File: src/rtl/decode_instruction.sv
// ---------------------------------------------------------------------------
// decode_instruction
//
// Decode stage between fetch and execute. The stage is an elastic buffer with
// one main register and one skid register, each holding {pc, inst}:
//   EMPTY : nothing held, v_o = 0
//   FULL  : main holds the presented instruction, v_o = 1
//   SKID  : main and skid both hold instructions, v_o = 1, stall_o = 1
// Because stall_o comes only from the state register, there is no
// combinational path from stall_i to stall_o. The skid register absorbs the
// instruction that was already in flight when the consumer stalled.
//
// flush_i empties the stage at the next edge. This discards main, skid and any
// instruction presented in the same cycle.
//
// Decoded fields are taken combinationally from the main register.
//
// The parameter defaults match the values in the shared project parameter
// file.
//
// Ports
//   clk      : clock; all state updates happen on the rising edge
//   reset    : asynchronous, active-low reset; clears state and contents
//   v_i      : upstream valid (from fetch v_o)
//   inst_i   : upstream instruction word
//   pc_i     : upstream instruction address
//   stall_o  : backpressure to fetch (1 only in SKID)
//   flush_i  : branch-taken flush
//   v_o      : downstream valid
//   stall_i  : downstream backpressure
//   pc_o     : address of the presented instruction
//   inst_o   : raw presented instruction
//   opcode_o : inst_o[31:26]
//   rd_o     : inst_o[25:21]
//   rs_o     : inst_o[20:16]
//   rt_o     : inst_o[15:11]
//   imm_o    : inst_o[15:0] sign-extended to WORD bits
// ---------------------------------------------------------------------------
module decode_instruction #(
  parameter int WORD = 32,
  parameter int ADDR = 16
) (
  input  logic            clk,
  input  logic            reset,
  input  logic            v_i,
  input  logic [WORD-1:0] inst_i,
  input  logic [ADDR-1:0] pc_i,
  output logic            stall_o,
  input  logic            flush_i,
  output logic            v_o,
  input  logic            stall_i,
  output logic [ADDR-1:0] pc_o,
  output logic [WORD-1:0] inst_o,
  output logic [5:0]      opcode_o,
  output logic [4:0]      rd_o,
  output logic [4:0]      rs_o,
  output logic [4:0]      rt_o,
  output logic [WORD-1:0] imm_o
);

  typedef enum logic [1:0] {
    S_EMPTY = 2'd0,
    S_FULL  = 2'd1,
    S_SKID  = 2'd2
  } state_t;

  state_t          r_state;
  state_t          w_state_next;

  logic [ADDR-1:0] r_main_pc;
  logic [WORD-1:0] r_main_inst;
  logic [ADDR-1:0] r_skid_pc;
  logic [WORD-1:0] r_skid_inst;

  logic            w_up;
  logic            w_down;
  logic            w_load_main_in;
  logic            w_load_main_skid;
  logic            w_load_skid;

  // Handshake outputs are decoded straight from the state register.
  assign v_o     = (r_state == S_FULL) || (r_state == S_SKID);
  assign stall_o = (r_state == S_SKID);

  // A flush suppresses the upstream transfer, so the concurrent input is dropped.
  assign w_up   = v_i && !stall_o && !flush_i;
  assign w_down = v_o && !stall_i;

  // State register
  always_ff @(posedge clk or negedge reset) begin
    if (!reset) begin
      r_state <= S_EMPTY;
    end else begin
      r_state <= w_state_next;
    end
  end

  // Next-state and load-enable logic
  always_comb begin
    w_state_next     = r_state;
    w_load_main_in   = 1'b0;
    w_load_main_skid = 1'b0;
    w_load_skid      = 1'b0;

    if (flush_i) begin
      // Register contents are left unchanged; they are stale but unused.
      w_state_next = S_EMPTY;
    end else begin
      case (r_state)
        S_EMPTY: begin
          if (w_up) begin
            w_state_next   = S_FULL;
            w_load_main_in = 1'b1;
          end
        end
        S_FULL: begin
          if (w_up && w_down) begin
            w_state_next   = S_FULL;
            w_load_main_in = 1'b1;
          end else if (w_up) begin
            w_state_next = S_SKID;
            w_load_skid  = 1'b1;
          end else if (w_down) begin
            w_state_next = S_EMPTY;
          end
        end
        S_SKID: begin
          // stall_o is high here, so w_up is always 0.
          if (w_down) begin
            w_state_next     = S_FULL;
            w_load_main_skid = 1'b1;
          end
        end
        default: begin
          w_state_next = S_EMPTY;
        end
      endcase
    end
  end

  // Main and skid storage
  always_ff @(posedge clk or negedge reset) begin
    if (!reset) begin
      r_main_pc   <= '0;
      r_main_inst <= '0;
      r_skid_pc   <= '0;
      r_skid_inst <= '0;
    end else begin
      if (w_load_main_in) begin
        r_main_pc   <= pc_i;
        r_main_inst <= inst_i;
      end else if (w_load_main_skid) begin
        r_main_pc   <= r_skid_pc;
        r_main_inst <= r_skid_inst;
      end
      if (w_load_skid) begin
        r_skid_pc   <= pc_i;
        r_skid_inst <= inst_i;
      end
    end
  end

  // Presented instruction and decoded fields
  assign pc_o     = r_main_pc;
  assign inst_o   = r_main_inst;
  assign opcode_o = r_main_inst[31:26];
  assign rd_o     = r_main_inst[25:21];
  assign rs_o     = r_main_inst[20:16];
  assign rt_o     = r_main_inst[15:11];
  assign imm_o    = {{(WORD-16){r_main_inst[15]}}, r_main_inst[15:0]};

endmodule

File: config.mk
export PLATFORM = sky130hd
export DESIGN_NAME = decode_instruction
export DESIGN_NICKNAME = d
export VERILOG_FILES = /design/src/rtl/decode_instruction.sv
export SDC_FILE = /design/constraint.sdc
export NUM_CORES = 1
export LEC_CHECK = 0
export ABC_CLOCK_PERIOD_IN_PS = 4100
export BUFFER_PORTS_ARGS = -buffer_cell sky130_fd_sc_hd__buf_4
export CORE_ASPECT_RATIO = 0.6
export CORE_MARGIN = 2
export CORE_UTILIZATION = 55
export CTS_CLUSTER_SIZE = 30
export DETAILED_ROUTE_END_ITERATION = 10
export GPL_TIMING_DRIVEN = 0
export PLACE_DENSITY = 0.9
export SYNTH_ARGS = -nofsm -noshare
export SYNTH_HDL_FRONTEND = slang
export SYNTH_SLANG_ARGS = --single-unit
File: constraint.sdc
create_clock -name clk -period 4.1 [get_ports clk]
set_input_delay 0.41 -clock clk [delete_from_list [all_inputs] [get_ports clk]]
set_output_delay 0.41 -clock clk [all_outputs]
set_load 0.005 [all_outputs]
==> results of run 1 <==
## stage by stage
stage                     cell area [µm²]  total power, W  setup WS [ps]
after floorplan                      4757        0.002692           2114
after global placement               6061        0.003522           1856
after detailed placement             6061        0.003656           1791
after CTS                            6370        0.004551           1765
after global routing                 6370        0.004768           1611
final                                6370        0.004502           1780
## worst max path at each step
stage	from	endpoint	slack, ps
2_1_floorplan	r_state[0]	inst_o[0]	2110
3_5_place_dp	r_state[0]	inst_o[17]	1790
4_1_cts	r_state[1]	inst_o[13]	1770
3_3_place_gp	r_state[1]	inst_o[13]	1860
6_report	r_state[0]	inst_o[13]	1780
5_1_grt	r_state[1]	inst_o[17]	1610
## layout by cell type, fill, tap and decap left out, types with 2 or more instances in the layout
cell type,n
buf_2,12
buf_4,208
buf_6,3
bufinv_16,2
clkbuf_16,9
clkinvlp_4,2
dfrtp_1,98
ha_1,4
inv_1,2
mux2_1,20
mux2_2,125
nor2b_1,2
or2_2,2
## report_power, final
group | switching [W] | internal (W)
Combinational | 0.000566 | 0.00134
Clock | 0.000340 | 0.000530
Sequential | 0.000304 | 0.00142
Total | 0.00121 | 0.00329
## registers in the layout, indices dropped and copies added, names as in the netlist
| name | flops |
|---|---|
| r_state | 2 |
| inst_o | 32 |
| pc_o | 16 |
| r_skid_inst | 32 |
| r_skid_pc | 16 |
## kinds of logic after synthesis
| logic type | Yosys count | synth area share |
|---|---|---|
| AO/OA/AOI/OAI | 5 | 0.007889 |
| multiplexers | 145 | 0.3432 |
| adder cells (fa/ha/maj) | 4 | 0.01052 |
| AND/OR/NAND/NOR | 11 | 0.01788 |
| flip-flops | 98 | 0.5155 |
| buffers and inverters | 70 | 0.1049 |
## routing by layer
layer | vias to the layer above | track usage | wire length, µm
met2 | 106 | 0.3825 | 5100
met5 | - | 0 | 0
met1 | 1555 | 0.2740 | 4248
met4 | 0 | 0.06517 | 161
met3 | 18 | 0.06138 | 628
li1 | 1447 | - | -
## final cells by class
| cell class | count | area, µm² | share of cell area |
|---|---|---|---|
| Sequential cell | 98 | 2452 | 0.3850 |
| Multi-Input combinational cell | 165 | 1805 | 0.2834 |
| Timing Repair Buffer | 155 | 1164 | 0.1827 |
| Buffer | 68 | 491.7 | 0.07720 |
| Clock buffer | 10 | 229.0 | 0.03595 |
| Tap cell | 112 | 140.1 | 0.02200 |
| Clock inverter | 5 | 80.08 | 0.01257 |
| Inverter | 2 | 7.507 | 0.001179 |
## worst max-delay path, stage by stage (launching register included)
cell and delay, ps:
dfrtp_1 400, inv_1 80, ha_1 350, and3b_1 180, o21ai_1 190, buf_2 290
buf_2 320, mux2_2 380
==> results.yml, run 1 <==
synthesis:
  syn_area_mm2: 0.004757
  synth.top_cells.by_count: "125 x mux2_2, 98 x dfrtp_1, 53 x buf_4"
  post-synth-top-area-cell: "dfrtp_1"
  synth_top_area_share: 0.5155
  ys_ff_latch: 98
  ys_types: 22
  async_flop_share: 1.000
  synth-edff-count: 0
  synth_fp_nets: 390
  synth-main-ff-cell: "dfrtp_1"
  netlist_instances: 333
  avgSynthCellArea_um2: 14.29
  ys_seq_area_frac: 0.5155
  yosys-top-cells-area: "dfrtp_1 52%, mux2_2 30%, buf_4 8.4%, mux2_1 4.7%, buf_2 1.3%"
  yosysMostFrequentCell: "mux2_2"
  ys_warn_count: 0
layout:
  finalNonFillerCells: 615
  area_growth_syn_to_layout_pct: 33.90
  fill_cells: 596
  fin_util: 0.7531
  drive_above_1_share: 0.7256
  final_nets: 556
  n_antenna_cell: 0
floorplanning:
  coreArea_mm2: 0.008458
  die_y_um: 76.04
  die_w_um: 124.1
  io_pins: 156
  start_util: 0.5624
  die-area_mm2: 0.009434
  rows: 26
routing:
  viasPerCell: 5.083
  num_vias: 3126
  wl_mm: 10.14
  wl_per_cell_um: 16.48
  drt_iter0_drc: 90
  dr.pass1.iters: 4
  detail-route-antenna-nets: 0
  drc: 0
timing:
  period_needed_ps: 2320
  slew_violations: 0
  grt_setup_unrepaired: "false"
  fin_skew_ps: 7.130
  relSlewSlack: 0.1920
  whs_ps: 301.0
  tightest_slew_ps: 1212
  period_share: 0.5659
  setup-tns-final_ps: 0
  setup_viol: 0
  max_freq_ghz: 0.4310
  hold_viol: 0
power_and_ir_drop:
  irDropWorstVdd_v: 0.0004839
  leakage_nw: 3.045
  power_density_mw_per_mm2: 706.8
setup_path:
  start_kind: "register"
  regToRegStartpoint: "r_state[0]"
  r2r_cells: 7
  cp_data_required_time_ps: 4320
  r2r-end: "inst_o[13]"
  cp.arrival_ps: 2540
  critPathKind: "reg -> reg"
  critPathMaxFanout: 10
  end_kind: "register"
  reg2reg_slack_ps: 1780
cts:
  clk_pin_slew_ps: 60
  clk_latency_ps: 340
  htreeDepth: 3
  cts_tree: "done"
  cts_hold_buf: 0
  cts.sink_count: 98
  cts_made_buffers: 9
  cts_resized: 0
  max-clock-path-buffers: 2
  cts_setup_buffers: 0
  root_buffer: "clkbuf_16"
outcome:
  outcome: "completed"
place:
  hpwl_mm: 7.338
  portBuffers: 155
  dpl.cell_count: 600
  routabilityCongestion: 0.7697
global_routing:
  grt_max_degree: 99
  grt_antenna_before_repair: 0
  grt_overflow: 0
  track_usage: 0.2227
  grt_pass1_wl_mm: 16.15
  grt_pass1_vias: 3359
min_path:
  min_path_type: "in -> async"
job:
  cap_violations: 0
Note: power is estimated with default switching activity, not from simulation.
==> inputs of run 2 (changes only) <==
==> config.mk (replaced) <==
export PLATFORM = sky130hd
export DESIGN_NAME = decode_instruction
export DESIGN_NICKNAME = d
export VERILOG_FILES = /design/src/rtl/decode_instruction.sv
export SDC_FILE = /design/constraint.sdc
export NUM_CORES = 1
export LEC_CHECK = 0
export ABC_CLOCK_PERIOD_IN_PS = 1980
export BUFFER_PORTS_ARGS = -buffer_cell sky130_fd_sc_hd__buf_4
export CORE_ASPECT_RATIO = 0.6
export CORE_MARGIN = 2
export CORE_UTILIZATION = 46
export CTS_CLUSTER_SIZE = 30
export DETAILED_ROUTE_END_ITERATION = 10
export GPL_TIMING_DRIVEN = 0
export PLACE_DENSITY = 0.81
export SYNTH_ARGS = -nofsm -noshare
export SYNTH_HDL_FRONTEND = slang
export SYNTH_SLANG_ARGS = --single-unit
==> constraint.sdc (replaced) <==
create_clock -name clk -period 1.98 [get_ports clk]
set_input_delay 0.198 -clock clk [delete_from_list [all_inputs] [get_ports clk]]
set_output_delay 0.198 -clock clk [all_outputs]
set_load 0.005 [all_outputs]
==> run 2 against run 1 <==
  * The flow now finishes with violations (setup timing)
  * Die area rose by 19%
  * Cell count rose by 5.9%
  * Combinational power rose by 120%
  * Flip-flop and latch count did not move
  * Core utilization fell by 7.5 points
  * Fmax rose by 15%
  * Total power rose by 110%
  * Clock power rose by 91%
  * Critical path depth did not move
  * Cell area rose by 5.9%
  * Largest cell class unchanged
==> results.yml, run 2 (synthesis results as in run 1) <==
outcome:
  outcome: "complete, but fails checks"
  violations: "setup timing"
cts:
  htreeDepth: 3
  root_buffer: "clkbuf_16"
  cts_made_buffers: 9
  cts_tree: "done"
  max-clock-path-buffers: 2
  clk_pin_slew_ps: 70
  cts.sink_count: 98
  clk_latency_ps: 340
timing:
  setup_viol: 18
  slew_violations: 0
  fin_skew_ps: 5.364
  finalWorstSetupSlack_ps: -29.54
  period_needed_ps: 2010
  tightest_slew_ps: 585.0
  hold_viol: 0
  relSlewSlack: 0.6100
  period_share: 1.015
  setup-tns-final_ps: -246.5
  whs_ps: 99.21
  grt_setup_unrepaired: "true"
  max_freq_ghz: 0.4976
routing:
  viasPerCell: 4.856
  drc: 0
  wl_per_cell_um: 16.58
  drt_iter0_drc: 134
  detail-route-antenna-nets: 0
  dr.pass1.iters: 4
  wl_mm: 10.79
  num_vias: 3161
setup_path:
  critPathKind: "reg -> reg"
  cp_data_required_time_ps: 2200
  critPathMaxFanout: 5
  crit_path_top_delay_cell: "dfrtp_1"
  path_common_cell: "buf_8"
  worstPathCellList: "inv_2 -> ha_4 -> and4bb_2 -> buf_8 -> buf_8 -> mux2_4 -> mux2_2"
  worst_path_largest_cell_delay_ps: 380
  cp.arrival_ps: 2230
  reg2reg_slack_ps: -30
  end_kind: "register"
  start_kind: "register"
place:
  portBuffers: 155
  dpl.cell_count: 623
  hpwl_mm: 7.493
  preCtsSetupSlack_ps: -349.1
  routabilityCongestion: 0.7525
layout:
  final_nets: 568
  layout_common_cells: "221 x buf_4, 114 x mux2_2, 98 x dfrtp_1"
  n_antenna_cell: 0
  layout_commonest_cell: "buf_4"
  finalNonFillerCells: 651
  area_growth_syn_to_layout_pct: 41.85
  drive_above_1_share: 0.7752
floorplanning:
  start_util: 0.4781
  die-area_mm2: 0.01120
  io_pins: 156
  coreArea_mm2: 0.009950
  rows: 28
  die_y_um: 82.77
  die_w_um: 135.3
min_path:
  min_path_type: "in -> reg"
power_and_ir_drop:
  leakage_nw: 3.233
  irDropWorstVdd_v: 0.0007311
  power_density_mw_per_mm2: 1407
  total_power_w: 0.009492
global_routing:
  grt_pass1_vias: 3267
  grt_overflow: 0
  grt_max_degree: 99
  track_usage: 0.1933
  grt_antenna_before_repair: 0
  grt_pass1_wl_mm: 16.36
job:
  cap_violations: 0
[run 2: cell types whose count changed in the layout (fill, tap and decap cells not counted), sizes merged]
cell / change
dlygate4sd3: +1
clkinv: +1
buf: +10
bufinv: -2
clkbuf: +2
inv: +1
[run 2: per-stage QoR]
step / util / cell area, µm²
detailed placement: 0.6120 / 6090
global placement: 0.6120 / 6090
CTS: 0.6652 / 6619
floorplan: - / 4757
finish: 0.6782 / 6748
global route: 0.6782 / 6748
[run 2: what timing repair did]
item | CTS | global route
hold buffers | 0 | 1
gates cloned | 1 | 1
endpoints found under the hold margin | 0 | 26
buffers inserted | 9 | 0
pin swaps | 3 | 2
resized for setup | 38 | 26
setup endpoints to repair | 97 | 96
[run 2: area by class of cell]
type / instances / area [µm²]
Fill cell: 729 / 3202
Sequential cell: 98 / 2452
Multi-Input combinational cell: 165 / 1942
Timing Repair Buffer: 168 / 1338
Buffer: 67 / 549.3
Clock buffer: 11 / 252.7
Tap cell: 135 / 168.9
Clock inverter: 5 / 37.54
Inverter: 2 / 7.507
[run 2: critical path, delay by kind of cell, from the launching register on]
family | cells | cell delay [ps]
adder cells (fa/ha/maj) | 1 | 270
buffers and inverters | 3 | 370
flip-flops | 1 | 380
multiplexers | 2 | 590
AND/OR/NAND/NOR | 1 | 280
[run 2: per-layer routing]
metal  track usage  vias up  share of wire  wire length, µm
met5             0        -              0                0
met4       0.04063        0         0.0088               95
met1        0.2530     1578           0.45             4839
li1              -     1477              -                -
met3       0.06315       10          0.069              740
met2        0.3203       96           0.47             5118
[run 2: path summary, 6_finish.rpt]
| kind | startpoint | depth (start not counted) | endpoint |
|---|---|---|---|
| setup reg to reg | r_state[1] | 7 | inst_o[5] |
| setup / recovery | r_state[1] | 7 | inst_o[5] |
| max in group asynchronous | reset | 3 | r_skid_pc[4] |
| hold / removal | inst_i[1] | 2 | inst_o[1] |
| min in group asynchronous | reset | 2 | pc_o[8] |
| hold reg to reg | r_skid_pc[6] | 1 | r_skid_pc[6] |
[run 2: report_power, final]
| part | internal [W] | switching, W | total (W) |
|---|---|---|---|
| registers | 0.00294 | 0.000652 | 0.00360 |
| logic | 0.00302 | 0.00121 | 0.00423 |
| clock network | 0.000925 | 0.000737 | 0.00166 |
| total | 0.00689 | 0.00260 | 0.00949 |
==> inputs of run 3 (changes only) <==
--- a/config.mk
+++ b/config.mk
@@ -12,7 +12,6 @@
 export CORE_UTILIZATION = 46
 export CTS_CLUSTER_SIZE = 30
 export DETAILED_ROUTE_END_ITERATION = 10
-export GPL_TIMING_DRIVEN = 0
 export PLACE_DENSITY = 0.81
 export SYNTH_ARGS = -nofsm -noshare
 export SYNTH_HDL_FRONTEND = slang
==> run 3 against run 2 <==
  * The flow still finishes with violations (setup timing)
  * Setup slack got worse by 9.6 ps
  * Hold slack improved by 3.8 ps
  * Register-to-register slack barely moved
  * Clock power rose by 11%
  * First-iteration DRC count fell by 42%
  * Clock-buffer cell count did not move
==> results.yml, run 3 (synthesis results as in run 1) <==
floorplanning:
  coreArea_mm2: 0.009950
  die_y_um: 82.77
  rows: 28
  io_pins: 156
  die_w_um: 135.3
  die-area_mm2: 0.01120
  start_util: 0.4781
power_and_ir_drop:
  power_density_mw_per_mm2: 1391
  irDropWorstVdd_v: 0.0006962
  p_clk_frac: 0.205
  p_sw_w: 0.002422
  p_sw_frac: 0.2699
  total_power_w: 0.008975
  seq_power_share: 0.399
  leakage_nw: 3.051
  pwr-share-comb: 0.396
  p_int_w: 0.006553
global_routing:
  grt_antenna_before_repair: 0
  grt_pass1_vias: 2989
  grt_pass1_wl_mm: 15.26
  track_usage: 0.1800
  grt_max_degree: 43
  grt_overflow: 0
place:
  routabilityCongestion: 0.7278
  dpl.cell_count: 568
  dpl-instance-area_mm2: 0.005794
  hpwl_mm: 7.008
  portBuffers: 155
routing:
  wl_per_cell_um: 17.84
  top_layer: "met4"
  num_vias: 2953
  detail-route-antenna-nets: 0
  drt_iter0_drc: 78
  viasPerCell: 4.963
  met1_length_mm: 4.644
  wl_mm: 10.62
  met3_length_um: 752
  drc: 0
  dr.pass1.iters: 4
  wl_met2_mm: 5.138
timing:
  fin_skew_ps: 4.853
  max_freq_ghz: 0.4953
  relSlewSlack: 0.6356
  slew_violations: 0
  hold_viol: 0
  tightest_slew_ps: 546.6
  finalWorstSetupSlack_ps: -39.15
  period_needed_ps: 2019
  setup_viol: 11
  period_share: 1.020
  grt_setup_unrepaired: "true"
cts:
  cts_tree: "done"
  cts_made_buffers: 9
  clk_pin_slew_ps: 60
  clk_latency_ps: 330
  root_buffer: "clkbuf_16"
  max-clock-path-buffers: 2
  cts.sink_count: 98
  htreeDepth: 3
setup_path:
  cp.arrival_ps: 2230
  critPathMaxFanout: 11
  r2r_cells: 6
  regToRegStartpoint: "r_state[1]"
  path_common_cell: "mux2_2"
  worstPathCellList: "inv_1 -> ha_4 -> and4bb_4 -> bufbuf_16 -> mux2_2 -> mux2_2"
  start_kind: "register"
  cp_data_required_time_ps: 2190
  critPathKind: "reg -> reg"
  end_kind: "register"
  reg2reg_slack_ps: -40
  crit_path_top_delay_cell: "dfrtp_1"
  r2r-end: "inst_o[24]"
  worst_path_largest_cell_delay_ps: 340
min_path:
  worstHoldEndpoint: "inst_o[30]"
  min_path_type: "in -> reg"
  hold_depth: 2
  min-delay-start: "inst_i[30]"
layout:
  drive_above_1_share: 0.7152
  layout_common_cells: "162 x buf_4, 100 x mux2_2, 98 x dfrtp_1"
  design_area_mm2: 0.006454
  n_antenna_cell: 0
  layout_commonest_cell: "buf_4"
  final_nets: 512
  area_growth_syn_to_layout_pct: 35.67
  finalNonFillerCells: 595
outcome:
  violations: "setup timing"
  outcome: "complete, but fails checks"
job:
  cap_violations: 0
==> run 3: cell count changes in the layout (fill, tap and decap cells not counted), moves of 3 or more <==
cell / change
buf_12: +6
buf_4: -59
buf_6: -4
clkbuf_16: +3
mux2_1: +14
mux2_2: -14
==> run 3: critical path: cells and delay by family, from the launching register on <==
kind,cells,cell delay (ps)
adder cells (fa/ha/maj),1,290
flip-flops,1,340
AND/OR/NAND/NOR,1,300
multiplexers,2,590
buffers and inverters,2,390
==> run 3: metrics by stage <==
step / setup TNS [ps] / utilization / hold slack (ps) / worst slack (ps)
5_1_grt: -1805 / 0.6486 / 91.14 / -100.6
6_report: -373.5 / 0.6486 / 103.0 / -39.15
2_1_floorplan: -128.8 / - / -97.59 / -6.438
4_1_cts: -284.2 / 0.6245 / 94.67 / -29.49
3_3_place_gp: 0 / 0.5824 / 132.8 / 7.959
3_5_place_dp: -1881 / 0.5824 / 138.0 / -74.62
==> run 3: cell type report <==
type,instances,area (µm²)
sequential,98,2452
tap,135,168.9
fill,767,3496
timing repair buffer,179,1556
clock inverter,5,77.57
inverter,2,7.507
clock buffer,11,242.7
multi-input combinational,165,1948
==> run 3: worst max-delay path by stage <==
stage | from | end | slack (ps) | cells past startpoint
finish | r_state[1] | inst_o[24] | -40 | 6
global route | r_state[0] | inst_o[17] | -100 | 6
CTS | r_state[0] | pc_o[4] | -30 | 6
detailed placement | r_state[1] | pc_o[5] | -70 | 6
global placement | r_state[1] | pc_o[8] | 8 | 6
floorplan | r_state[0] | inst_o[0] | -6 | 7
==> run 3: metal layers <==
metal | up-vias | global-route usage
li1 | 1354 | -
met5 | - | 0
met4 | 0 | 0.04688
met2 | 100 | 0.3091
met1 | 1490 | 0.2201
met3 | 9 | 0.06436
==> run 3: power by group through the flow <==
stage / combinational, W / sequential [W] / clock [W]
floorplan: 0.00211 / 0.00346 / 0
global placement: 0.00319 / 0.00351 / 0
detailed placement: 0.00331 / 0.00360 / 0
CTS: 0.00335 / 0.00357 / 0.00188
global route: 0.00384 / 0.00370 / 0.00196
finish: 0.00355 / 0.00358 / 0.00184
==> run 3: repair_timing <==
item	CTS	global route
endpoints found under the hold margin	25	0
setup endpoints to repair	45	64
resized for setup	5	31
buffers inserted	2	2
hold buffers	1	0
cloned	1	5
